## config.mk

```make
export PLATFORM = sky130hd
export DESIGN_NAME = control_unit
export DESIGN_NICKNAME = d
export VERILOG_FILES = /design/src/rtl/risc_spm_pkg.sv /design/src/rtl/control_unit.sv
export SDC_FILE = /design/constraint.sdc
export NUM_CORES = 1
export LEC_CHECK = 0
export ABC_CLOCK_PERIOD_IN_PS = 2100
export CAP_MARGIN = 25
export CELL_PAD_IN_SITES_DETAIL_PLACEMENT = 0
export CELL_PAD_IN_SITES_GLOBAL_PLACEMENT = 1
export CORE_UTILIZATION = 23
export CTS_CLUSTER_DIAMETER = 200
export DETAILED_ROUTE_END_ITERATION = 10
export PLACE_DENSITY = 0.74
export SLEW_MARGIN = 40
export SYNTH_ARGS = -nofsm -noshare
export SYNTH_HDL_FRONTEND = slang
export SYNTH_SLANG_ARGS = --single-unit
```

## constraint.sdc

```tcl
create_clock -name clk -period 2.1 [get_ports clk]
set_clock_uncertainty 0.15 [all_clocks]
set_input_delay 0.42 -clock clk [delete_from_list [all_inputs] [get_ports clk]]
set_output_delay 0.42 -clock clk [all_outputs]
set_load 0.02 [all_outputs]
```

## src/rtl/risc_spm_pkg.sv

```systemverilog
// Shared encodings for the RISC SPM: opcodes, control-unit states and bus-select codes.
// Used by both the control unit and the datapath.
package risc_spm_pkg;

  localparam int unsigned OpcodeW = 4;

  typedef enum logic [OpcodeW-1:0] {
    OpNop = 4'd0,
    OpAdd = 4'd1,
    OpSub = 4'd2,
    OpAnd = 4'd3,
    OpNot = 4'd4,
    OpRd  = 4'd5,
    OpWr  = 4'd6,
    OpBr  = 4'd7,
    OpBrz = 4'd8
  } opcode_e;

  typedef enum logic [3:0] {
    StIdle = 4'd0,
    StFet1 = 4'd1,
    StFet2 = 4'd2,
    StDec  = 4'd3,
    StEx1  = 4'd4,
    StRd1  = 4'd5,
    StRd2  = 4'd6,
    StWr1  = 4'd7,
    StWr2  = 4'd8,
    StBr1  = 4'd9,
    StBr2  = 4'd10,
    StHalt = 4'd11
  } state_e;

  typedef enum logic [2:0] {
    Bus1R0 = 3'd0,
    Bus1R1 = 3'd1,
    Bus1R2 = 3'd2,
    Bus1R3 = 3'd3,
    Bus1Pc = 3'd4
  } bus1_sel_e;

  typedef enum logic [1:0] {
    Bus2Alu  = 2'd0,
    Bus2Bus1 = 2'd1,
    Bus2Mem  = 2'd2
  } bus2_sel_e;

  // One-hot register-file load enable for a 2-bit register index.
  function automatic logic [3:0] reg_onehot(input logic [1:0] idx);
    return 4'b0001 << idx;
  endfunction

endpackage

```

## src/rtl/control_unit.sv

```systemverilog
// RISC SPM control unit: state register plus combinational next-state/output decode
// from state, opcode and the registered ALU zero flag.
module control_unit
  import risc_spm_pkg::*;
#(
  parameter int unsigned WORD_SIZE  = 8,
  parameter int unsigned STATE_SIZE = 4
) (
  input  logic                  clk,
  input  logic                  clr,
  input  logic [WORD_SIZE-1:0]  instruction,
  input  logic                  zero,
  output logic                  load_R0,
  output logic                  load_R1,
  output logic                  load_R2,
  output logic                  load_R3,
  output logic                  load_PC,
  output logic                  inc_PC,
  output logic [2:0]            sel_bus_1_mux,
  output logic [1:0]            sel_bus_2_mux,
  output logic                  load_IR,
  output logic                  load_Add_R,
  output logic                  load_Reg_Y,
  output logic                  load_Reg_Z,
  output logic                  write,
  output logic [STATE_SIZE-1:0] state
);

  state_e state_q, state_d;

  logic [OpcodeW-1:0] opcode;
  logic [1:0]         src;
  logic [1:0]         dest;
  logic [3:0]         load_r;

  assign opcode = instruction[WORD_SIZE-1 -: OpcodeW];
  assign src    = instruction[3:2];
  assign dest   = instruction[1:0];

  always_ff @(posedge clk) begin
    if (clr) begin
      state_q <= StIdle;
    end else begin
      state_q <= state_d;
    end
  end

  always_comb begin
    state_d       = state_q;
    load_r        = 4'b0000;
    load_PC       = 1'b0;
    inc_PC        = 1'b0;
    sel_bus_1_mux = 3'(Bus1R0);
    sel_bus_2_mux = 2'(Bus2Alu);
    load_IR       = 1'b0;
    load_Add_R    = 1'b0;
    load_Reg_Y    = 1'b0;
    load_Reg_Z    = 1'b0;
    write         = 1'b0;

    case (state_q)
      StIdle: state_d = StFet1;
      StFet1: begin
        sel_bus_1_mux = 3'(Bus1Pc);
        load_Add_R    = 1'b1;
        state_d       = StFet2;
      end
      StFet2: begin
        sel_bus_2_mux = 2'(Bus2Mem);
        load_IR       = 1'b1;
        inc_PC        = 1'b1;
        state_d       = StDec;
      end
      StDec: begin
        case (opcode)
          OpNop: state_d = StFet1;
          OpAdd, OpSub, OpAnd: begin
            sel_bus_1_mux = {1'b0, src};
            load_Reg_Y    = 1'b1;
            state_d       = StEx1;
          end
          OpNot: begin
            sel_bus_1_mux = {1'b0, src};
            load_Reg_Z    = 1'b1;
            sel_bus_2_mux = 2'(Bus2Alu);
            load_r        = reg_onehot(dest);
            state_d       = StFet1;
          end
          OpRd, OpWr, OpBr: begin
            sel_bus_1_mux = 3'(Bus1Pc);
            load_Add_R    = 1'b1;
            state_d       = (opcode == OpRd) ? StRd1 :
                            (opcode == OpWr) ? StWr1 : StBr1;
          end
          OpBrz: begin
            if (zero) begin
              sel_bus_1_mux = 3'(Bus1Pc);
              load_Add_R    = 1'b1;
              state_d       = StBr1;
            end else begin
              // Not taken: step the PC over the branch-target word.
              inc_PC  = 1'b1;
              state_d = StFet1;
            end
          end
          default: state_d = StHalt;
        endcase
      end
      StEx1: begin
        sel_bus_1_mux = {1'b0, dest};
        load_Reg_Z    = 1'b1;
        sel_bus_2_mux = 2'(Bus2Alu);
        load_r        = reg_onehot(dest);
        state_d       = StFet1;
      end
      StRd1, StWr1: begin
        sel_bus_2_mux = 2'(Bus2Mem);
        load_Add_R    = 1'b1;
        inc_PC        = 1'b1;
        state_d       = (state_q == StRd1) ? StRd2 : StWr2;
      end
      StRd2: begin
        sel_bus_2_mux = 2'(Bus2Mem);
        load_r        = reg_onehot(dest);
        state_d       = StFet1;
      end
      StWr2: begin
        sel_bus_1_mux = {1'b0, src};
        write         = 1'b1;
        state_d       = StFet1;
      end
      StBr1: begin
        sel_bus_2_mux = 2'(Bus2Mem);
        load_Add_R    = 1'b1;
        state_d       = StBr2;
      end
      StBr2: begin
        sel_bus_2_mux = 2'(Bus2Mem);
        load_PC       = 1'b1;
        state_d       = StFet1;
      end
      StHalt:  state_d = StHalt;
      default: state_d = StHalt;
    endcase
  end

  assign {load_R3, load_R2, load_R1, load_R0} = load_r;
  assign state = STATE_SIZE'(state_q);

endmodule
```

Word-level counts from Yosys, hierarchy flattened --
Index checks and enable logic that the tools add are counted.
Cells by class: mux-type cells 25, shift-type cells 1, equal/unequal tests 18, reductions and logical operators 12
Operators by type and width (number):
- $eq 4x3->1 const B | 8
- $pmux 4 s6 | 1
- $mux 4 | 5
- $eq 4x2->1 const B | 4
- $eq 4x4->1 const B | 4
- $pmux 4 s4 | 1
- $pmux 3 s4 | 1
- $mux 1 | 9
- $pmux 3 s3 | 1
- $reduce_or 3->1 | 3
- $eq 4x1->1 const B | 2
- $logic_not 4->1 | 2
- $pmux 1 s2 | 4
- $pmux 4 s2 | 1
- $reduce_or 4->1 | 2
- $reduce_or 2->1 | 3
- $reduce_or 6->1 | 1
- $reduce_or 5->1 | 1
- $shl 1x2->4 const A | 1
- $mux 3 | 1
- $mux 2 | 1
Storage, ports and cells: register bits 4, input port bits 11

Longest topological paths before layout --
Gate-level depths: netlist of the first run.
word-level depth 5, depth in mapped cells 5, depth with buffers taken out 4

Least setup slack after synthesis of the first run --
No wires, ideal clock.
path type input -> output, start point input port instruction[7], end point output port load_R0, slack -195 ps, buffers on the path 1, arrival time 1725 ps, stages on the path 4, cells stage by stage buf_2 > or4b_4 > o32a_1 > nor3_1
Between the ends: longest elaborated chain between the ends 3
Ends and longest elaborated chain:
- start, declared | RTL line control_unit.sv:11 | input logic [WORD_SIZE-1:0] instruction,
- $eq 4x3->1 | RTL line control_unit.sv:75 | case (opcode)
- $mux 4 | RTL line control_unit.sv:75
- $pmux 4 s2 | RTL line control_unit.sv:61 | case (state_q)
- end, declared | RTL line control_unit.sv:13 | output logic load_R0,
No other way between the ends.

Worst setup path after layout of the first run --
start point input port instruction[4], end point output port load_R1
Between the ends: longest elaborated chain between the ends 3
Ends and longest elaborated chain:
- $eq 4x3->1 | RTL line control_unit.sv:75
- $mux 4 | RTL line control_unit.sv:75
- $pmux 4 s2 | RTL line control_unit.sv:61
- end, declared | RTL line control_unit.sv:14 | output logic load_R1,
No other way between the ends.

==> out/metrics.yaml, run 1 <==
run:
  maxCapViolCount: 0
hold_path:
  hp-class: "reg2reg"
cts:
  cts_tree: "done"
  clock-sinks: 4
  ctsHoldBuffers: 0
  htreeDepth: 1
  clk_path_buf_depth: 2
  cts_root_buffer: "clkbuf_4"
  path_clk_slew_ns: 0.04
  cts_inserted_buffers: 3
  clock_latency_ns: 0.23
drt:
  avgViaCountPerCell: 4.90
  antenna_left: 0
  drt-pass1-iter-count: 4
  postRouteWirelength_um: 1930
  drt-initial-drc-count: 7
  wl_per_cell_um: 12.5
  vias: 755
  drc_errors: 0
logic_synthesis:
  synth_edf_count: 0
  syn_inst: 76
  yosys-top-cells-area: "dfxtp_1 (16%), a21oi_1 (7.9%), a22o_1 (6.9%), nor2_1 (6.7%), nor3_1 (6.0%)"
  synth_cell_types: 33
  synth_area_sq_um: 504
  synth_top_flop_cell: "dfxtp_1"
  async_flop_share_pct: 0
  synth.top_cell.area_share_pct: 15.9
  syn_avg_cell_area_sq_um: 6.63
  synth_fp_nets: 87
  yosys_warnings: 0
  synth_top_cell_by_area: "dfxtp_1"
  synth-seq-cells: 4
  ys_seq_area_share_pct: 15.9
cells_and_area:
  largest_reg_flops: 4
  layout_common_cells: "buf_4 (27), clkdlybuf4s50_1 (10), buf_6 (9)"
  fin_cells: 154
  drive_above_1_share_pct: 52.8
  final_nets: 140
  area_growth_pct: 116
  diodes: 0
  final_common_cell: "buf_4"
pwr:
  p_sw_mw: 0.148
  p_comb_share_pct: 55.8
  cellPowerDensity_mw_per_mm2: 371
  p_leak_nw: 0.476
  ir_drop_v: 0.000329
  p_seq_share_pct: 21.0
  p_total_mw: 0.404
  power.share.clock_pct: 23.2
  p_int_mw: 0.256
  switching_share_pct: 36.6
die:
  dieWidth_um: 48.8
  core_sq_mm: 0.00200
  initial_utilization_pct: 25.2
  die_h_um: 48.8
  design.die.area_sq_mm: 0.00238
  ios: 31
  rows: 16
placement:
  numPortBuffers: 29
  dpl.hpwl_um: 1420
  gp_congestion: 0.809
  placed_cells_incl_taps: 148
  post-place-ws_ns: -0.970
global_route:
  grt_pass1_vias: 706
  grt_max_degree: 16
  grt_pass1_wl_um: 3110
  gr-usage-all-layers_pct: 16.7
  antenna_found_initial: 0
  grt-ovfl-total: 0
setup_path:
  cp_common_cell: "buf_6"
  cpMaxStageDelayCell: "or4b_4"
  path_cells: "buf_8, or4b_4, o32a_1, buf_6, nor3_4, buf_6"
  worstSetupEndpointType: "output pin"
  max_stage_delay_ns: 0.55
  cp_max_fo: 4
  worstSetupPathType: "in2out"
  worstPathArrival_ns: 1.70
  worst_setup_path_start_kind: "primary input"
  worstPathRequired_ns: 1.53
outcome:
  violations: "setup timing"
  status: "complete, but fails checks"
sta:
  min_period_over_period_pct: 108
  min_period_ns: 2.27
  slew_violations: 0
  hold_viol: 0
  setup_violations: 10
  fmaxAchievable_mhz: 440
  setup_tns_ns: -1.08
  grt_setup_unrepaired: "true"
  setup_ws_ns: -0.171
-- cell families (layout without fill, tap and decap cells) --
kind of cell,count (synthesis),after routing,share of synthesized area (%)
buffers and inverters,11,62,9.68
flip-flops,4,4,15.9
other,1,1,0.744
AND/OR/NAND/NOR,33,33,36.7
AO/OA/AOI/OAI,27,27,37.0
-- metal layers --
layer  wire length, um  part of all wire (%)  global-route usage (%)  vias to the layer above
li1                  -                     -                       -                      386
met1               816                    42                    19.6                      342
met2              1000                    52                    28.9                       25
met3               100                   5.2                    3.12                        2
met4                 8                  0.42                    7.84                        0
met5                 0                     0                       0                        -
-- cells in the mapped netlist (all sizes together) (2+ instances only) --
cell    count
a21oi       8
a22o        4
a31oi       2
buf         4
clkbuf      3
dfxtp       4
inv         4
nand2       6
nand2b      2
nor2        9
nor2b       3
nor3        6
o21ai       3
-- metrics by stage --
step                      hold WS [ns]  utilization, %  instance area, sq um
final                            0.483            54.4                  1090
after detailed placement         0.480            50.6                  1010
after floorplan                  0.339               -                   559
after global routing             0.515            54.4                  1090
after global placement           0.473            50.6                  1010
after CTS                        0.485            51.9                  1040
-- cell type report --
class / instances / area [sq um]
repair buffers: 55 / 469
flip-flops and latches: 4 / 81.3
fillers: 205 / 913
multi-input cells: 61 / 467
well taps: 27 / 33.8
clock buffers: 3 / 22.5
inverters: 4 / 15.0
-- worst max-delay path: cells and delay by family --
family,cells,cell delay (ns)
and+or+nand+nor,2,0.66
buffers and inverters,3,0.38
AOI/OAI and AO/OA,1,0.23
-- power by group through the flow --
stage	Clock (mW)	Combinational [mW]	Sequential, mW
CTS	0.0990	0.215	0.0849
global placement	0	0.215	0.0852
finish	0.0939	0.225	0.0848
floorplan	0	0.101	0.0951
global route	0.101	0.243	0.0860
detailed placement	0	0.217	0.0857
-- final timing paths --
path | slack (ns) | cells past startpoint | endpoint | from
worst max-delay path | -0.17 | 6 | load_R1 | instruction[4]
worst min-delay path | 0.48 | 2 | state[0] | state[0]
worst max register to register | 0.61 | 6 | state[1] | state[0]
worst min register to register | 0.48 | 2 | state[0] | state[0]
-- repair_timing --
action | CTS | global route
endpoints found under the setup margin | 15 | 13
cloned | 0 | 0
buffers inserted | 1 | 2
pin swaps | 5 | 7
gates resized for setup | 84 | 21
Note: power is estimated with default switching activity, not from simulation.
==> run 2: changes to the inputs <==
- PLACE_DENSITY: 0.74 -> unset
- PLACE_DENSITY_LB_ADDON: unset -> 0.1
==> run 2 against run 1 <==
The flow still finishes with violations (setup timing). Final area fell by 3.0%. Utilization down 1.6 points. Total power down 3.0%. Wire length is 7.4% lower. Register-to-register slack worse by 0.05 ns. Cell count down 3.2%. Via count decreased by 3.8%. Critical path depth unchanged.
==> out/metrics.yaml, run 2 (synthesis results as in run 1) <==
cells_and_area:
  finalInstanceArea_sq_mm: 0.00106  # -3.0%
  area_growth_pct: 109
  drive_above_1_share_pct: 51.6  # -1.1 points
  final_nets: 135  # -3.6%
  diodes: 0  # unchanged
  largest_reg_flops: 4  # unchanged
  final_common_cell: "buf_4"
  layout_common_cells: "buf_4 (24), clkdlybuf4s50_1 (10), buf_6 (9)"
global_route:
  gr-usage-all-layers_pct: 16.8  # +0.098 points
  grt_pass1_vias: 716  # +1.4%
  antenna_found_initial: 0  # unchanged
  grt-ovfl-total: 0  # unchanged
  grt_max_degree: 16  # unchanged
  grt_pass1_wl_um: 3150  # +1.4%
setup_path:
  worstPathArrival_ns: 1.67  # -0.03 ns
  path_cells: "buf_8, or4b_4, o32a_1, buf_6, nor3_2, buf_4"
  r2r_setup_slack_ns: 0.56  # -0.05 ns
  worstReg2RegEnd: "state[1]"
  r2r_cells: 5  # -1
  cp_max_fo: 5  # +1
  cpLargestDelayFamily: "simple AND/OR/NAND/NOR gates"
  path_buf_inv: 3  # unchanged
  worstSetupEndpointType: "output pin"
  r2r_start: "state[3]"
  worst_setup_path_start_kind: "primary input"
  worstSetupPathType: "in2out"
  worstPathRequired_ns: 1.53  # about the same
  cpMaxStageDelayCell: "or4b_4"
  max_stage_delay_ns: 0.55  # about the same
cts:
  cts_tree: "done"
  clock_latency_ns: 0.23  # about the same
  path_clk_slew_ns: 0.04  # about the same
  ctsHoldBuffers: 0  # unchanged
  cts_root_buffer: "clkbuf_4"
  clk_path_buf_depth: 2  # unchanged
  cts_inserted_buffers: 3  # unchanged
  htreeDepth: 1  # unchanged
  clock-sinks: 4  # unchanged
sta:
  grt_setup_unrepaired: "true"
  min_period_ns: 2.24  # -0.0263 ns
  slew_violations: 0  # unchanged
  fmaxAchievable_mhz: 446  # +1.2%
  setup_ws_ns: -0.144  # +0.0263 ns
  min_period_over_period_pct: 107  # -1.3 points
  setup_violations: 10  # unchanged
  setup_tns_ns: -1.06  # +0.0208 ns
  hold_viol: 0  # unchanged
placement:
  placed_area_sq_um: 975  # -3.7%
  gp_congestion: 0.730  # -9.8%
  numPortBuffers: 29  # unchanged
  dpl.hpwl_um: 1340  # -5.4%
die:
  ios: 31  # unchanged
  die_h_um: 48.8  # unchanged
  design.die.area_sq_mm: 0.00238  # unchanged
  initial_utilization_pct: 25.2  # unchanged
  core_sq_mm: 0.00200  # unchanged
  dieWidth_um: 48.8  # unchanged
  rows: 16  # unchanged
drt:
  drt-initial-drc-count: 15  # +8
  vias: 726  # -3.8%
  avgViaCountPerCell: 4.87  # -0.61%
  drt-pass1-iter-count: 3  # -1
  postRouteWirelength_um: 1780  # -7.4%
  antenna_left: 0  # unchanged
  wl_per_cell_um: 12.0  # -4.3%
  drc_errors: 0  # unchanged
outcome:
  violations: "setup timing"
  status: "complete, but fails checks"
pwr:
  p_leak_nw: 0.450  # -5.5%
  cellPowerDensity_mw_per_mm2: 371  # about the same
  ir_drop_v: 0.000361  # +9.8%
hold_path:
  whs_path_depth: 2  # unchanged
  hold_end: "state[0]"
  hp-class: "reg2reg"
  hp-start: "state[0]"
run:
  maxCapViolCount: 0  # unchanged
-- run 2: repair_timing --
action,4_1_cts,5_1_grt
pin swaps,5,9
gates cloned,0,0
hold endpoints to repair,0,0
setup buffers,0,3
setup endpoints to repair,15,15
gates resized for setup,90,20
-- run 2: final cells by class --
| cell class | instances | area, sq um |
|---|---|---|
| fill | 212 | 946 |
| multi-input combinational | 61 | 470 |
| clock buffer | 3 | 22.5 |
| tap | 27 | 33.8 |
| inverter | 4 | 15.0 |
| sequential | 4 | 82.6 |
| timing repair buffer | 50 | 432 |
-- run 2: routing by layer --
layer	wire [um]	track usage, %	vias up	share of wire [%]
met4	0	5.88	0	0
li1	-	-	374	-
met2	903	28.7	13	51
met3	44	2.18	0	2.5
met5	0	0	-	0
met1	836	21.4	339	47
-- run 2: where the power goes --
group	total, mW	switching [mW]	internal (mW)
Combinational	0.217	0.113	0.103
Clock	0.0897	0.0261	0.0636
Sequential	0.0852	0.00250	0.0827
-- run 2: tightest hold or removal path, cell delays in order (launching register included) --
cell and delay, ns:
dfxtp_1 0.32, buf_4 0.20, a21oi_1 0.09
-- run 2: worst max path at each step --
stage	start	to	slack, ns	cells after the start
after global routing	state[2]	load_R0	-0.19	5
final	instruction[5]	load_R0	-0.14	6
after CTS	state[3]	load_R0	-0.25	5
after global placement	instruction[5]	load_R1	-0.97	6
after detailed placement	instruction[5]	load_R0	-0.99	6
after floorplan	instruction[5]	load_Add_R	-0.03	5
-- run 2: stage by stage --
stage          worst slack [ns]  std cells  hold slack, ns  utilization, %  power [mW]
6_report                 -0.144        149           0.509            52.8       0.392
5_1_grt                  -0.195        149           0.549            52.8       0.417
4_1_cts                  -0.251        146           0.507            50.4       0.388
3_5_place_dp             -0.994        143           0.501            48.7       0.295
3_3_place_gp             -0.971        143           0.476            48.7       0.294
2_1_floorplan           -0.0261         76           0.339               -       0.196
==> RTL edit 1, RTL diff (config.mk and constraints of run 1) <==
Set the parameter `STATE_SIZE` to 2 (it was 4).
--- a/src/rtl/control_unit.sv
+++ b/src/rtl/control_unit.sv
@@ -6,3 +6,3 @@
   parameter int unsigned WORD_SIZE  = 8,
-  parameter int unsigned STATE_SIZE = 4
+  parameter int unsigned STATE_SIZE = 2
 ) (
Ports: changed (resized state); port bits go from 31 to 29. No check against the original RTL was run, so the function may have changed too.
==> RTL edit 1 against run 1 <==
  * The flow still finishes with violations (negative setup slack)
  * Routed wire length down 11%
  * Power shrank 3.0%
  * Sequential cell count did not move
  * First-iteration DRC count up 71%
  * Sequential power barely moved
  * Synthesized area grew 3.0%
  * Setup slack worse by 0.0058 ns
  * Final area fell by 3.0%
  * Maximum frequency fell by 0.26%
  * Critical endpoint is now load_R2
==> RTL edit 1: results (changes against run 1) <==
[routing]
wl_met2_um = 947  ; -5.3%
wl_met1_um = 734  ; -10%
wl_met3_um = 42  ; -58%
highest_layer = met3
drt_iter0_markers = 12  ; +5
routed_wl_mm = 1.72  ; -11%
vias = 742  ; -1.7%

[power]
ir_worst_vdd_mv = 0.370  ; +13%
seq_power_share = 0.217  ; +0.007
comb_power_uw = 216  ; -4%
swShare = 0.354  ; -0.0118

[min_path]
whs_endpoint = state_q[2]
hp-start = state_q[3]

[place]
placement.io_buffers = 27  ; -6.9%
gp_congestion = 0.767  ; -5.2%
place_ws_ns = -0.990  ; -0.0196 ns

[global_routing]
grtUsageMet3 = 0.0309  ; -0.000288
grt_pass1_vias = 717  ; +1.6%
grt.total_usage = 0.160  ; -0.00664

[sta]
setup_viol = 10  ; unchanged
layout_setup_ws_ns = -0.177  ; -0.00583 ns
setup_tns_ns = -1.13  ; -0.0419 ns

[clocking]
post-cts-setup-buffers = 3  ; +2
cts_resized = 98  ; +17%

[setup_path]
rrSetupSlack_ns = 0.69  ; +0.08 ns
reg2reg_from = state_q[3]
r2r-end = state_q[1]

[final_layout]
seq_area_um2 = 82.6  ; +1.5%
final_nets = 138  ; -1.4%
fill_cells = 232  ; +13%
drive_gt1_frac = 0.536  ; +0.00844
instances_no_fill = 152  ; -1.3%

[synthesis]
ys_top_cells_by_area = dfxtp_1 (15%), a21oi_1 (7.7%), a22o_1 (6.7%), nor2_1 (6.5%), nor3_1 (5.8%)
netlist_instances = 78  ; +2.6%

[outcome]
violations = negative setup slack
status = finished with violations

==> RTL edit 1: changes by cell type after synthesis, sizes merged <==
cell  delta
buf      +2
==> RTL edit 1: logic make-up after synthesis <==
kind of cell,after synthesis,synth area share
and+or+nand+nor,33,0.357
other,1,0.00722
DFF,4,0.154
buffers and inverters,13,0.123
AOI/OAI and AO/OA,27,0.359
==> RTL edit 1: worst max-delay path by stage <==
stage | from | end | slack, ns | depth (start not counted)
2_1_floorplan | instruction[5] | load_Add_R | -0.03 | 5
3_3_place_gp | instruction[5] | load_R2 | -0.96 | 6
3_5_place_dp | instruction[5] | load_R2 | -0.99 | 6
4_1_cts | instruction[7] | load_R2 | -0.19 | 6
5_1_grt | state_q[2] | load_R2 | -0.22 | 5
6_report | instruction[5] | load_R2 | -0.18 | 6
==> RTL edit 1: cell type report <==
type                    count  share of cell area
repair buffers             53               0.423
well taps                  27              0.0320
clock buffers               3              0.0213
inverters                   4              0.0142
flip-flops and latches      4              0.0782
multi-input cells          61               0.431
==> RTL edit 2, RTL diff (config.mk and constraints of run 1) <==
Made on the original files. Register the inputs `clr`, `instruction` and `zero` before use, without a reset. The logic sees them one clock later. Comments in the files are not updated.
--- a/src/rtl/control_unit.sv
+++ b/src/rtl/control_unit.sv
@@ -28,2 +28,12 @@
 
+  logic clr_q;
+  logic [WORD_SIZE-1:0] instruction_q;
+  logic zero_q;
+
+  always_ff @(posedge clk) begin
+    clr_q         <= clr;
+    instruction_q <= instruction;
+    zero_q        <= zero;
+  end
+
   state_e state_q, state_d;
@@ -35,8 +45,8 @@
 
-  assign opcode = instruction[WORD_SIZE-1 -: OpcodeW];
-  assign src    = instruction[3:2];
-  assign dest   = instruction[1:0];
+  assign opcode = instruction_q[WORD_SIZE-1 -: OpcodeW];
+  assign src    = instruction_q[3:2];
+  assign dest   = instruction_q[1:0];
 
   always_ff @(posedge clk) begin
-    if (clr) begin
+    if (clr_q) begin
       state_q <= StIdle;
@@ -95,3 +105,3 @@
           OpBrz: begin
-            if (zero) begin
+            if (zero_q) begin
               sel_bus_1_mux = 3'(Bus1Pc);
Formal check against the unedited RTL: not equivalent (Yosys sat finds a counterexample within 4 cycles, from zero or initial values).
==> RTL edit 2 against run 1 <==
  * The flow still finishes with violations (negative setup slack)
  * First-iteration DRC count increased to 2.7 times the old value
  * Power increased by 90%
  * Routed wire length is 22% higher
  * Setup slack gained 0.0038 ns
  * Final area rose by 30%
  * Sequential cell count increased by 10
  * Maximum frequency up 0.17%
  * Synthesized area rose by 51%
  * Largest power group is now registers
  * Highest routed layer unchanged
==> RTL edit 2: results (changes against run 1) <==
[outcome]
status = finished with violations
violations = negative setup slack

[power]
switching_power_uw = 238  ; +61%
p_clk_uw = 201  ; +110%
ir_worst_vdd_mv = 0.420  ; +28%
p_int_uw = 531  ; +110%
seq_power_share = 0.386  ; +0.176

[synthesis]
synth_compound_area_frac = 0.237  ; -0.132
ys_top_cells_by_area = dfxtp_1 (37%), nor2b_1 (4.1%), nor3_1 (4.0%), nor2_1 (3.5%), a22o_1 (3.5%)
synth-seq-area-share = 0.369  ; +0.210
synth_nets = 101  ; +16%
synth_common_cells = dfxtp_1 (14), nor2_1 (7), nor3_1 (6)
synthXorXnorAreaFrac = 0.0115  ; +0.0115
yosysUniqueCellTypes = 38  ; +15%
syn_area_per_cell_um2 = 8.44  ; +27%

[sta]
layout_setup_ws_ns = -0.167  ; +0.00381 ns
setup_viol = 8  ; -2
setup_tns_ns = -0.777  ; +0.307 ns

[global_routing]
met1_usage = 0.155  ; -0.0407
grt_pass1_vias = 849  ; +20%
grt_util_met2 = 0.254  ; -0.0357
grt.total_usage = 0.135  ; -0.0312
grt_first_pass_wirelength_mm = 3.60  ; +16%
grtUsageMet3 = 0.0153  ; -0.0159

[clocking]
clock_latency_ns = 0.29  ; +0.06 ns
clk_pin_slew_ns = 0.09  ; +0.05 ns

[routing]
via_per_inst = 4.75  ; -3.1%
drt_iter0_markers = 19  ; +12
wl_met1_um = 995  ; +22%
routed_wl_mm = 2.36  ; +22%
wl_met2_mm = 1.25  ; +25%
wl_met3_um = 90  ; -10%

[place]
place_inst = 176  ; +19%
dp_hpwl_mm = 1.65  ; +16%
placed_area_um2 = 1230  ; +22%
gp_congestion = 0.760  ; -6.1%
place_ws_ns = -0.387  ; +0.583 ns

[final_layout]
fill_cells = 318  ; +55%
drive_gt1_frac = 0.542  ; +0.0147
final_nets = 154  ; +10%

[setup_path]
cp_max_fo = 2  ; -2

==> RTL edit 2: final cells by class <==
class / instances / area (µm²) / share of cell area
Sequential cell: 14 / 293 / 0.207
Tap cell: 44 / 55.1 / 0.0388
Timing Repair Buffer: 57 / 482 / 0.340
Clock buffer: 4 / 36.3 / 0.0256
Multi-Input combinational cell: 64 / 541 / 0.381
Inverter: 3 / 11.3 / 0.00794
==> RTL edit 2: final timing paths <==
| check | from | endpoint | slack, ns | cells after the start |
|---|---|---|---|---|
| min | clr_q | state[2] | 0.36 | 1 |
| max reg2reg | instruction_q[7] | state[2] | 0.11 | 6 |
| max | instruction_q[6] | inc_PC | -0.17 | 5 |
| min reg2reg | clr_q | state[2] | 0.36 | 1 |
==> RTL edit 2: what timing repair did <==
action | in CTS | in global routing
pin swaps | 11 | 10
buffers inserted | 4 | 3
endpoints found under the setup margin | 17 | 16
gates resized for setup | 104 | 17
